### src/rtl/acc_c_responder.sv
// Responder end of the accelerator C-interface.
// Requests pass straight through to an in-order core. The extended ID of each
// write-back request is parked in a small FIFO and re-attached, in order, to
// the core's results. A registered response stage decouples the core from the
// crossbar response channel.
module acc_c_responder #(
    parameter int DataWidth      = 32,
    parameter int NumArgs        = 3,
    parameter int IdWidth        = 2,
    parameter int MaxOutstanding = 4,
    parameter int CntWidth       = $clog2(MaxOutstanding + 1)
) (
    input  logic                           clk_i,
    input  logic                           rst_i,

    // Crossbar request channel
    input  logic                           q_valid_i,
    output logic                           q_ready_o,
    input  logic [31:0]                    q_instr_i,
    input  logic [NumArgs*DataWidth-1:0]   q_args_i,
    input  logic                           q_wb_i,
    input  logic [IdWidth-1:0]             q_id_i,

    // Core issue channel
    output logic                           issue_valid_o,
    input  logic                           issue_ready_i,
    output logic [31:0]                    issue_instr_o,
    output logic [NumArgs*DataWidth-1:0]   issue_args_o,

    // Core result channel
    input  logic                           res_valid_i,
    output logic                           res_ready_o,
    input  logic [DataWidth-1:0]           res_data_i,
    input  logic                           res_error_i,

    // Crossbar response channel
    output logic                           p_valid_o,
    input  logic                           p_ready_i,
    output logic [DataWidth-1:0]           p_data_o,
    output logic                           p_error_o,
    output logic [IdWidth-1:0]             p_id_o,

    // Status
    output logic [CntWidth-1:0]            outstanding_o,
    output logic                           idle_o
);

    localparam int PtrWidth = $clog2(MaxOutstanding);

    // ID FIFO state
    logic [IdWidth-1:0]  id_mem [MaxOutstanding];
    logic [PtrWidth-1:0] wr_ptr;
    logic [PtrWidth-1:0] rd_ptr;
    logic [CntWidth-1:0] count;

    logic full;
    logic empty;
    logic stall;
    logic push;
    logic pop;

    // Full/empty come from the registered count only, so a pop never
    // unblocks a push in the same cycle and a push never feeds a same-cycle
    // pop: there is no combinational path between the request and result
    // channels.
    assign full  = (count == CntWidth'(MaxOutstanding));
    assign empty = (count == '0);

    // Only write-back requests need a FIFO slot; plain issues never stall.
    assign stall         = q_wb_i & full;
    assign issue_valid_o = q_valid_i & ~stall;
    assign q_ready_o     = issue_ready_i & ~stall;
    assign issue_instr_o = q_instr_i;
    assign issue_args_o  = q_args_i;

    assign push = q_valid_i & q_ready_o & q_wb_i;

    // A result is taken only when there is an ID to pair it with and the
    // response register is free or draining this cycle.
    assign res_ready_o = ~empty & (~p_valid_o | p_ready_i);
    assign pop         = res_valid_i & res_ready_o;

    assign outstanding_o = count;
    assign idle_o        = empty & ~p_valid_o;

    // ID storage: write the incoming ID at the tail on every push.
    // NOTE: the FIFO array is deliberately not reset; entries are only read
    // behind a valid count, and leaving the reset off keeps it a plain RAM.
    always_ff @(posedge clk_i) begin
        if (push) begin
            id_mem[wr_ptr] <= q_id_i;
        end
    end

    // FIFO pointers and occupancy; pointers wrap naturally at the power-of-two depth.
    // NOTE: sequential state is always updated with non-blocking assignments so
    // every register samples the pre-edge values regardless of statement order.
    always_ff @(posedge clk_i) begin
        if (rst_i) begin
            wr_ptr <= '0;
            rd_ptr <= '0;
            count  <= '0;
        end else begin
            if (push) begin
                wr_ptr <= wr_ptr + PtrWidth'(1);
            end
            if (pop) begin
                rd_ptr <= rd_ptr + PtrWidth'(1);
            end
            case ({push, pop})
                2'b10:   count <= count + CntWidth'(1);
                2'b01:   count <= count - CntWidth'(1);
                default: count <= count;
            endcase
        end
    end

    // Response register: load on a result handshake, clear once drained, hold otherwise.
    always_ff @(posedge clk_i) begin
        if (rst_i) begin
            p_valid_o <= 1'b0;
            p_data_o  <= '0;
            p_error_o <= 1'b0;
            p_id_o    <= '0;
        end else if (pop) begin
            p_valid_o <= 1'b1;
            p_data_o  <= res_data_i;
            p_error_o <= res_error_i;
            p_id_o    <= id_mem[rd_ptr];
        end else if (p_ready_i) begin
            p_valid_o <= 1'b0;
        end
    end

endmodule

### config.mk
export PLATFORM = sky130hd
export DESIGN_NAME = acc_c_responder
export DESIGN_NICKNAME = d
export VERILOG_FILES = /design/src/rtl/acc_c_responder.sv
export SDC_FILE = /design/constraint.sdc
export NUM_CORES = 1
export LEC_CHECK = 0
export ABC_AREA = 1
export CORE_AREA = 2 2 134 136
export DETAILED_ROUTE_END_ITERATION = 6
export DIE_AREA = 0 0 136 138
export GPL_TIMING_DRIVEN = 0
export HOLD_SLACK_MARGIN = 0.05
export PLACE_DENSITY = 0.68
export SETUP_SLACK_MARGIN = 0.02
export SYNTH_ARGS = -nofsm -noshare
export SYNTH_HDL_FRONTEND = slang
export SYNTH_SLANG_ARGS = --single-unit
### constraint.sdc
create_clock -name clk_i -period 3.3 [get_ports clk_i]
set_clock_uncertainty 0.1 [all_clocks]
set_input_delay 0.99 -clock clk_i [delete_from_list [all_inputs] [get_ports clk_i]]
set_output_delay 0.99 -clock clk_i [all_outputs]
set_load 0.01 [all_outputs]
==> key figures, run 1 <==
Run status
  – Status: complete, no violations

Synth
  – Commonest cells post-synth: buf_4, nand2_1, nor2_1
  – Syn avg cell area: 7.13 µm²
  – Synth Net Count: 633
  – Post-Synthesis Cells: 457
  – Yosys warns: 0
  – Synth unique cells: 20
  – Most common flop cell mapped by yosys: dfxtp_1
  – Async SR Flop Fraction: 0%
  – Post-synth EDFFs: 8
  – Most frequent cell after synthesis: buf_4
  – Cell area after synthesis: 3260 µm²
  – Post-synth top area share: 29.7%
  – Yosys top cell by area: buf_4
  – Top cells by area, synth: buf_4, dfxtp_1, nand2_1, nor2_1, edfxtp_1
  – FF+latch count, synth: 51
  – Sequential area share after synthesis: 33.8%

Worst setup path
  – Critical Path Sink Type: register
  – Reg2Reg Setup Slack: 0.95 ns
  – CP Max Fanout: 10
  – Critical path required time: 3.39 ns
  – Crit Path Category: input port to register
  – CP arrival: 3.16 ns
  – Startpoint types: input port

Route
  – Post-DRT Antenna Nets: 0
  – WL final: 11.4 mm
  – Vias per inst: 3.51
  – First-pass iteration count of the detailed router: 4
  – Number of DRC markers in iteration 0: 108
  – Drc violations: 0
  – Via count: 3178
  – Drt wl/cell: 12.6 µm

Timing
  – Fmax: 326 MHz
  – Fin Hold WS: 0.411 ns
  – Final worst setup slack: 0.231 ns
  – Final Hold Fails: 0
  – RSZ-0062 raised after global routing: false
  – Slew Limit Fails: 0
  – Tmin final: 3.07 ns
  – Fin crit share: 93.0%
  – Slew headroom: 59.9%
  – Worst-margin pin slew: 0.601 ns
  – Final setup vio count: 0

Layout
  – Layout area overhead: 78.1%
  – Diode count: 0
  – Share of post-route cells with drive strength above 1: 21.9%
  – Nets: 852
  – Design Area, Final: 5800 µm²
  – Finished Layout Cells: 906
  – Fill count: 1882

Power and ir drop
  – Internal power: 1.79 mW
  – Seq pwr share: 31.5%
  – P_sw: 960 µW
  – Leakage: 2.75 nW
  – Sw frac: 34.9%
  – Max IR drop VDD: 0.323 mV
  – Comb pwr share: 49.7%
  – Power Density: 475 nW/µm²
  – Power share of the clock group: 18.7%

Clock network
  – CTS buffer count: 5
  – H-tree Lvls: 2
  – Buffer depth of the longest clock path: 2
  – Clock Latency Late Sink: 0.30 ns
  – CTS tree: yes
  – Clk root buf: clkbuf_16
  – Clk sinks: 51
  – CTS clk-pin slew, worst paths: 0.07 ns

Global routing
  – Vias in the first global route: 2870
  – Total grt overflow: 0
  – Total GRT Usage: 11.4%
  – Antenna violations before repair: 0
  – Largest net degree at the start of global routing: 15
  – First-pass GRT wire length: 16.0 mm

Place
  – DP HPWL: 9.77 mm
  – Cells after DPL: 898
  – Setup WS pre-CTS: -0.137 ns
  – Buffers on Ports: 212
  – Placed Area: 5670 µm²
  – GPL Wtd Cong: 0.732

Worst hold path
  – Worst Hold Class: register to register

Floorplanning
  – Die Area: 18800 µm²
  – Placeable core area: 17500 µm²
  – Die Span Y: 138 µm
  – IO Pins: 341
  – Num rows: 49
  – Initial core utilization: 18.6%
  – DIE WIDTH: 136 µm

Flow run
  – MaxCap Viol Count: 0
per-layer routing:
metal	part of all wire, %	routed length [µm]	global-route usage [%]
met3	9.5	1090	3.70
met4	0.63	72	1.97
met2	53	6060	22.0
met5	0	0	0
met1	37	4190	11.9
layout make-up:
cell class	count	area, µm²	share of cell area (%)
Clock buffer	7	133	2.28
Timing Repair Buffer	212	2120	36.5
Buffer	140	1050	18.1
Tap cell	229	287	4.94
Clock inverter	1	5.00	0.0862
Multi-Input combinational cell	208	892	15.4
Inverter	58	218	3.75
Sequential cell	51	1100	19.0
power by group through the flow:
| stage | combinational [mW] | sequential [mW] | clock, mW |
|---|---|---|---|
| finish | 1.37 | 0.869 | 0.516 |
| global route | 1.52 | 0.891 | 0.568 |
| CTS | 1.40 | 0.872 | 0.547 |
| detailed placement | 1.40 | 0.884 | 0 |
| global placement | 1.39 | 0.875 | 0 |
| floorplan | 0.655 | 0.939 | 0 |
what timing repair did:
item,4_1_cts,5_1_grt
buffers inserted,0,0
hold buffers,0,0
setup endpoints to repair,3,0
gates resized for setup,4,0
cells by family (layout without fill, tap and decap cells):
family / count (synthesis) / count (layout) / synth area share (%)
flip-flops: 51 / 51 / 33.8
adder cells (fa/ha/maj): 6 / 6 / 2.53
AO/OA/AOI/OAI: 9 / 9 / 1.54
AND/OR/NAND/NOR: 193 / 193 / 23.2
buffers and inverters: 198 / 418 / 38.9
path summary, 6_finish.rpt:
kind	start	endpoint	cells past startpoint
max	p_ready_i	outstanding_o[2]	15
min	p_data_o[21]	p_data_o[21]	4
max reg2reg	outstanding_o[1]	outstanding_o[2]	14
min reg2reg	p_data_o[21]	p_data_o[21]	4
stage by stage:
step | utilization (%) | TNS, ns | power, mW
after global placement | 32.3 | -0.223 | 2.27
after CTS | 33.1 | 0 | 2.82
after floorplan | - | 0 | 1.59
after global routing | 33.1 | 0 | 2.98
final | 33.1 | 0 | 2.76
after detailed placement | 32.3 | -0.251 | 2.28
cell usage in the layout (no fill, tap or decap):
cell type | synthesis | routed
nand3_2 | 1 | 1
nor2_4 | 1 | 1
buf_4 | 129 | 129
o21ai_0 | 2 | 2
edfxtp_1 | 8 | 8
dlygate4sd2_1 | 0 | 3
nand2_4 | 1 | 1
clkbuf_1 | 3 | 5
clkdlybuf4s50_1 | 0 | 209
nor2_1 | 82 | 82
dfxtp_1 | 43 | 43
a21oi_1 | 5 | 5
buf_2 | 3 | 3
buf_6 | 5 | 5
inv_1 | 58 | 58
nand2_1 | 102 | 101
a21boi_0 | 2 | 2
ha_1 | 5 | 5
clkinv_2 | 0 | 1
nand4_1 | 2 | 2
fa_1 | 1 | 1
nand2_2 | 0 | 1
clkbuf_16 | 0 | 5
or2_2 | 1 | 1
nand3_1 | 3 | 3
flip-flops by register name, summed over array words and instances, names as in the netlist:
register / cells
p_data_o: 32
id_mem: 8
outstanding_o: 3
p_id_o: 2
rd_ptr: 2
wr_ptr: 2
p_error_o: 1
p_valid_o: 1
critical path, cell delays in order:
cell and delay [ns]:
clkdlybuf4s50_1 0.45, inv_1 0.05, nand2_2 0.09, nand3_2 0.10
buf_6 0.17, buf_6 0.15, inv_1 0.06, ha_1 0.13
inv_1 0.06, fa_1 0.37, or2_2 0.30, nand2_1 0.09
nand2_1 0.05, nand2_1 0.05, nor2_1 0.04
Note: power is estimated with default switching activity, not from simulation.
==> inputs of run 2 (changes only) <==
==> constraint.sdc (replaced) <==
create_clock -name clk_i -period 3.5 [get_ports clk_i]
set_clock_uncertainty 0.1 [all_clocks]
set_input_delay 1.05 -clock clk_i [delete_from_list [all_inputs] [get_ports clk_i]]
set_output_delay 1.05 -clock clk_i [all_outputs]
set_load 0.01 [all_outputs]
==> run 2 against run 1 <==
Compared with the run above:
- critical path depth decreased by 9
- core utilization increased by 0.050 points
- non-clock buffer count unchanged
- first-iteration DRC count unchanged
- wire length about the same
- sequential power shrank 5.6%
- cell area is 0.15% higher
- clock power fell by 5.8%
- worst hold slack stayed put
- cell count did not move
- register-to-register slack better by 0.20 ns
- flip-flop and latch count stayed put
- critical path type is now input port to primary output
- largest cell class unchanged
- largest power group unchanged
- highest routed layer unchanged
==> key figures, run 2 (synthesis gave the netlist of run 1 again) <==
Run status
  – Status: complete, no violations

Floorplanning
  – DIE WIDTH: 136 µm (unchanged)
  – Placeable core area: 17500 µm² (unchanged)
  – Die Area: 18800 µm² (unchanged)
  – Initial core utilization: 18.6% (unchanged)
  – Die Span Y: 138 µm (unchanged)
  – IO Pins: 341 (unchanged)
  – Num rows: 49 (unchanged)

Global routing
  – Largest net degree at the start of global routing: 15 (unchanged)
  – First-pass GRT wire length: 16.0 mm (unchanged)
  – Antenna violations before repair: 0 (unchanged)
  – Total grt overflow: 0 (unchanged)
  – Vias in the first global route: 2870 (unchanged)
  – Total GRT Usage: 11.4% (unchanged)

Worst setup path
  – Cell count along the critical path: 6 (-9)
  – Largest stage delay, worst path: 0.52 ns (+0.07 ns)
  – CP cell instances: clkdlybuf4s50_1 -> inv_1 -> nand2_2 -> nand2_1 -> inv_1 -> clkdlybuf4s50_1
  – Reg2reg path depth: 14 (unchanged)
  – Crit Path Category: input port to primary output
  – CP top delay family: buffers and inverters
  – Critical path required time: 2.35 ns (-1.04 ns)
  – Slowest cell on crit path: clkdlybuf4s50_1
  – Worst path buffer plus inverter count: 4 (-2)
  – Startpoint types: input port
  – Critical Path Sink Type: primary output
  – CP arrival: 2.28 ns (-0.88 ns)
  – CP Max Fanout: 4 (-6)

Timing
  – Fmax: 292 MHz
  – Fin crit share: 97.9%
  – Worst-margin pin slew: 0.601 ns (-0.000000834 ns)
  – Slew headroom: 59.9% (unchanged)
  – Tmin final: 3.43 ns
  – Final setup vio count: 0 (unchanged)
  – Slew Limit Fails: 0 (unchanged)
  – Final worst setup slack: 0.0729 ns (-0.158 ns)
  – RSZ-0062 raised after global routing: false
  – Final Hold Fails: 0 (unchanged)
  – Setup Total Neg Slack: 0 ns (unchanged)

Clock network
  – CTS tree: yes
  – Clk sinks: 51 (unchanged)
  – Clock Latency Late Sink: 0.30 ns (about the same)
  – CTS clk-pin slew, worst paths: 0.07 ns (about the same)
  – Clk root buf: clkbuf_16
  – Buffer depth of the longest clock path: 2 (unchanged)
  – Post-CTS setup buffer count: 0 (unchanged)
  – H-tree Lvls: 2 (unchanged)
  – CTS buffer count: 5 (unchanged)

Route
  – Vias per inst: 3.51 (about the same)
  – Drc violations: 0 (unchanged)
  – WL final: 11.4 mm (about the same)
  – Number of DRC markers in iteration 0: 108 (unchanged)
  – Post-DRT Antenna Nets: 0 (unchanged)
  – Drt wl/cell: 12.6 µm (about the same)
  – First-pass iteration count of the detailed router: 4 (unchanged)
  – Via count: 3179 (+0.031%)

Worst hold path
  – Hold Path Cell Cnt: 4 (unchanged)
  – Worst Hold Class: register to register

Layout
  – Diode count: 0 (unchanged)
  – Nets: 852 (unchanged)
  – Commonest non-fill, non-tap cell in the layout: clkdlybuf4s50_1
  – Layout area overhead: 78.3%
  – Max FFs per register: 32 (unchanged)
  – Share of post-route cells with drive strength above 1: 21.9% (unchanged)
  – Commonest non-fill, non-tap cells in the layout: clkdlybuf4s50_1, buf_4, nand2_1
  – Layout Utilization: 33.2% (+0.050 points)
  – Top reg by flops: p_data_o
  – Finished Layout Cells: 906 (unchanged)

Flow run
  – MaxCap Viol Count: 0 (unchanged)

Power and ir drop
  – Total power: 2.60 mW (-5.5%)
  – Leakage: 2.77 nW (+0.50%)
  – Power Density: 448 nW/µm² (-5.6%)
  – Max IR drop VDD: 0.331 mV (+2.2%)

Place
  – Buffers on Ports: 212 (unchanged)
  – GPL Wtd Cong: 0.732 (unchanged)
  – DP HPWL: 9.77 mm (unchanged)
  – Cells after DPL: 898 (unchanged)
  – Setup WS pre-CTS: 0.00301 ns (+0.140 ns)
[run 2: metrics by stage]
step                cell area (µm²)  hold WS, ns
floorplan                      3260        0.376
global placement               5670        0.398
detailed placement             5670        0.401
CTS                            5810        0.413
global route                   5810        0.438
finish                         5810        0.411
[run 2: routing by layer]
metal | wire length, µm | part of all wire (%) | track usage [%]
met4 | 72 | 0.63 | 1.97
met3 | 1090 | 9.5 | 3.70
met1 | 4190 | 37 | 11.9
met2 | 6060 | 53 | 22.0
met5 | 0 | 0 | 0
[run 2: power by group]
part	total [mW]	switching, mW	internal, mW
Clock	0.486	0.221	0.265
Combinational	1.30	0.601	0.698
Sequential	0.820	0.0839	0.736
[run 2: final timing paths]
kind                    start          endpoint  slack, ns
max                 p_ready_i       res_ready_o       0.07
min              p_data_o[21]      p_data_o[21]       0.41
min reg2reg      p_data_o[21]      p_data_o[21]       0.41
max reg2reg  outstanding_o[1]  outstanding_o[2]       1.15
[run 2: cell type report]
type / count / area [µm²]
sequential: 51 / 1100
clock buffer: 7 / 133
tap: 229 / 287
multi-input combinational: 208 / 892
buffer: 140 / 1050
inverter: 58 / 218
timing repair buffer: 212 / 2130
clock inverter: 1 / 5.00
fill: 1879 / 11700
[run 2: timing repair]
item	4_1_cts	5_1_grt
cloned	0	0
endpoints found under the setup margin	1	2
gates resized for setup	1	3
hold buffers	0	0
[run 2: worst register-to-register path: stages (launching register included)]
cell and delay [ns]:
dfxtp_1 0.43, nor2_4 0.07, nand2_4 0.08, nand3_2 0.08, buf_6 0.17, buf_6 0.15
inv_1 0.06, ha_1 0.13, inv_1 0.06, fa_1 0.37, or2_2 0.30, nand2_1 0.09
nand2_1 0.05, nand2_1 0.05, nor2_1 0.04
==> inputs of run 3 (changes only) <==
--- a/config.mk
+++ b/config.mk
@@ -6,12 +6,14 @@
 export NUM_CORES = 1
 export LEC_CHECK = 0
 export ABC_AREA = 1
-export CORE_AREA = 2 2 134 136
+export CORE_AREA = 2 2 132 134
+export CTS_BUF_LIST = sky130_fd_sc_hd__clkbuf_8
 export DETAILED_ROUTE_END_ITERATION = 6
-export DIE_AREA = 0 0 136 138
+export DIE_AREA = 0 0 134 136
+export GPL_ROUTABILITY_DRIVEN = 0
 export GPL_TIMING_DRIVEN = 0
 export HOLD_SLACK_MARGIN = 0.05
-export PLACE_DENSITY = 0.68
+export PLACE_DENSITY = 0.69
 export SETUP_SLACK_MARGIN = 0.02
 export SYNTH_ARGS = -nofsm -noshare
 export SYNTH_HDL_FRONTEND = slang
==> constraint.sdc (replaced) <==
create_clock -name clk_i -period 3.5 [get_ports clk_i]
set_clock_uncertainty 0.1 [all_clocks]
set_input_delay 0.875 -clock clk_i [delete_from_list [all_inputs] [get_ports clk_i]]
set_output_delay 0.875 -clock clk_i [all_outputs]
set_load 0.01 [all_outputs]
==> run 3 against run 2 <==
Compared with the run above:
- worst setup slack gained 0.31 ns
- register-to-register slack is essentially flat
- flip-flop and latch count is the same
- maximum frequency grew 9.8%
- clock power shrank 13%
- total power shrank 2.7%
- clock-buffer cell count shrank 2
- cell count shrank 0.44%
- core utilization grew 1.0 points
- combinational power is essentially flat
- first-iteration DRC count shrank 19%
- critical path type unchanged
- largest power group unchanged
==> key figures, run 3 (synthesis gave the netlist of run 1 again) <==
Run status
  – Status: complete, no violations

Global routing
  – First-pass GRT wire length: 15.0 mm (-6.2%)
  – Vias in the first global route: 2851 (-0.66%)
  – Largest net degree at the start of global routing: 16 (+1)
  – Total GRT Usage: 10.9% (-0.51 points)
  – Total grt overflow: 0 (unchanged)
  – Antenna violations before repair: 0 (unchanged)

Clock network
  – # hold bufs at CTS: 0 (unchanged)
  – Clock Latency Late Sink: 0.33 ns (+0.03 ns)
  – CTS buffer count: 5 (unchanged)
  – Clk root buf: clkbuf_8
  – CTS clk-pin slew, worst paths: 0.10 ns (+0.03 ns)
  – Post-CTS setup buffer count: 0 (unchanged)
  – H-tree Lvls: 2 (unchanged)
  – Buffer depth of the longest clock path: 2 (unchanged)
  – CTS tree: yes
  – Clk sinks: 51 (unchanged)
  – Post-CTS Resized: 0 (-1)

Layout
  – Layout area overhead: 77.0%
  – Commonest non-fill, non-tap cell in the layout: clkdlybuf4s50_1
  – Finished Layout Cells: 902 (-0.44%)
  – Fill count: 1787 (-4.9%)
  – Nets: 852 (unchanged)
  – Share of post-route cells with drive strength above 1: 21.9% (unchanged)
  – Diode count: 0 (unchanged)
  – Layout Utilization: 34.2% (+1.0 points)
  – Max FFs per register: 32 (unchanged)
  – Top reg by flops: p_data_o
  – Commonest non-fill, non-tap cells in the layout: clkdlybuf4s50_1, buf_4, nand2_1

Timing
  – Worst-margin pin slew: 0.571 ns (-0.0308 ns)
  – Slew headroom: 62.0% (+2.1 points)
  – Slew Limit Fails: 0 (unchanged)
  – Final Hold Fails: 0 (unchanged)
  – Tmin final: 3.12 ns (-0.307 ns)
  – Setup Total Neg Slack: 0 ns (unchanged)
  – Final setup vio count: 0 (unchanged)
  – RSZ-0062 raised after global routing: false
  – Fmax: 321 MHz (+9.8%)
  – Fin crit share: 89.1% (-8.8 points)

Worst hold path
  – Worst Hold Class: register to register
  – WHS Endpoint: p_data_o[25]
  – Hold wc startpoint: p_data_o[25]
  – Hold Path Cell Cnt: 4 (unchanged)

Place
  – Cells after DPL: 894 (-0.45%)
  – DP HPWL: 9.22 mm (-5.7%)
  – Buffers on Ports: 212 (unchanged)

Route
  – Via count: 3152 (-0.85%)
  – Number of DRC markers in iteration 0: 88 (-19%)
  – Vias per inst: 3.49 (-0.41%)
  – First-pass iteration count of the detailed router: 4 (unchanged)
  – Drc violations: 0 (unchanged)
  – WL final: 10.9 mm (-4.6%)
  – Post-DRT Antenna Nets: 0 (unchanged)
  – Drt wl/cell: 12.1 µm (-4.2%)

Floorplanning
  – Die Span Y: 136 µm (-1.4%)
  – Num rows: 48 (-2.0%)
  – Die Area: 18200 µm² (-2.9%)
  – Placeable core area: 16900 µm² (-3.8%)
  – IO Pins: 341 (unchanged)
  – DIE WIDTH: 134 µm (-1.5%)
  – Initial core utilization: 19.3% (+0.72 points)

Worst setup path
  – Critical path required time: 2.52 ns (+0.17 ns)
  – Startpoint types: input port
  – Crit Path Category: input port to primary output
  – R2R Path Start: outstanding_o[1]
  – Reg2Reg Setup Slack: 1.14 ns (about the same)
  – CP Max Fanout: 4 (unchanged)
  – Reg2reg path depth: 14 (unchanged)
  – Critical Path Sink Type: primary output
  – Reg2reg end: outstanding_o[2]
  – CP arrival: 2.14 ns (-0.14 ns)

Power and ir drop
  – Max IR drop VDD: 0.221 mV (-33%)
  – Power Density: 439 nW/µm² (-2.0%)
  – Leakage: 2.73 nW (-1.2%)

Flow run
  – MaxCap Viol Count: 0 (unchanged)
[run 3: cell types whose count changed in the layout (fill, tap and decap cells not counted), moves of 2 or more]
cell | previous run | this run
clkbuf_16 | 5 | 0
clkbuf_8 | 0 | 5
clkbuf_1 | 5 | 3
clkdlybuf4s50_1 | 210 | 212
dlymetal6s2s_1 | 2 | 0
[run 3: area by class of cell]
class	count	area, µm²	area share, %
well taps	225	282	4.88
plain buffers	140	1050	18.2
repair buffers	212	2120	36.8
clock inverters	3	38.8	0.672
inverters	58	218	3.77
clock buffers	5	68.8	1.19
multi-input cells	208	890	15.4
flip-flops and latches	51	1100	19.1
[run 3: worst max-delay path, cell delays in order]
cell and delay, ns:
clkdlybuf4s50_1 0.45, inv_1 0.03, nand2_1 0.14, nand2_1 0.07
inv_1 0.05, clkdlybuf4s50_1 0.52
[run 3: metrics by stage]
| stage | power, mW | hold slack (ns) | cell area, µm² | setup slack, ns |
|---|---|---|---|---|
| 2_1_floorplan | 1.50 | 0.376 | 3260 | 0.842 |
| 3_5_place_dp | 2.15 | 0.399 | 5660 | 0.172 |
| 6_report | 2.54 | 0.415 | 5770 | 0.380 |
| 5_1_grt | 2.75 | 0.448 | 5770 | 0.274 |
| 3_3_place_gp | 2.13 | 0.398 | 5660 | 0.210 |
| 4_1_cts | 2.60 | 0.417 | 5770 | 0.373 |
[run 3: how the worst max path moves through the flow]
stage               startpoint               end  slack [ns]  depth (start not counted)
global route         p_ready_i       res_ready_o        0.27                          6
floorplan            p_ready_i  outstanding_o[2]        0.84                         14
finish               p_ready_i       res_ready_o        0.38                          6
detailed placement   p_ready_i  outstanding_o[2]        0.17                         15
global placement     p_ready_i  outstanding_o[2]        0.21                         15
CTS                  p_ready_i       res_ready_o        0.37                          6
[run 3: power by group]
part	internal, mW	switching, mW	total [mW]
Sequential	0.735	0.0792	0.814
Clock	0.210	0.215	0.425
Combinational	0.699	0.597	1.30
Total	1.64	0.892	2.54
[run 3: routing by layer]
| layer | vias to the layer above | wire length [µm] | global-route usage [%] |
|---|---|---|---|
| li1 | 1642 | - | - |
| met1 | 1332 | 4130 | 12.4 |
| met2 | 169 | 5540 | 19.2 |
| met3 | 9 | 1090 | 3.62 |
| met4 | 0 | 121 | 3.55 |
| met5 | - | 0 | 0 |
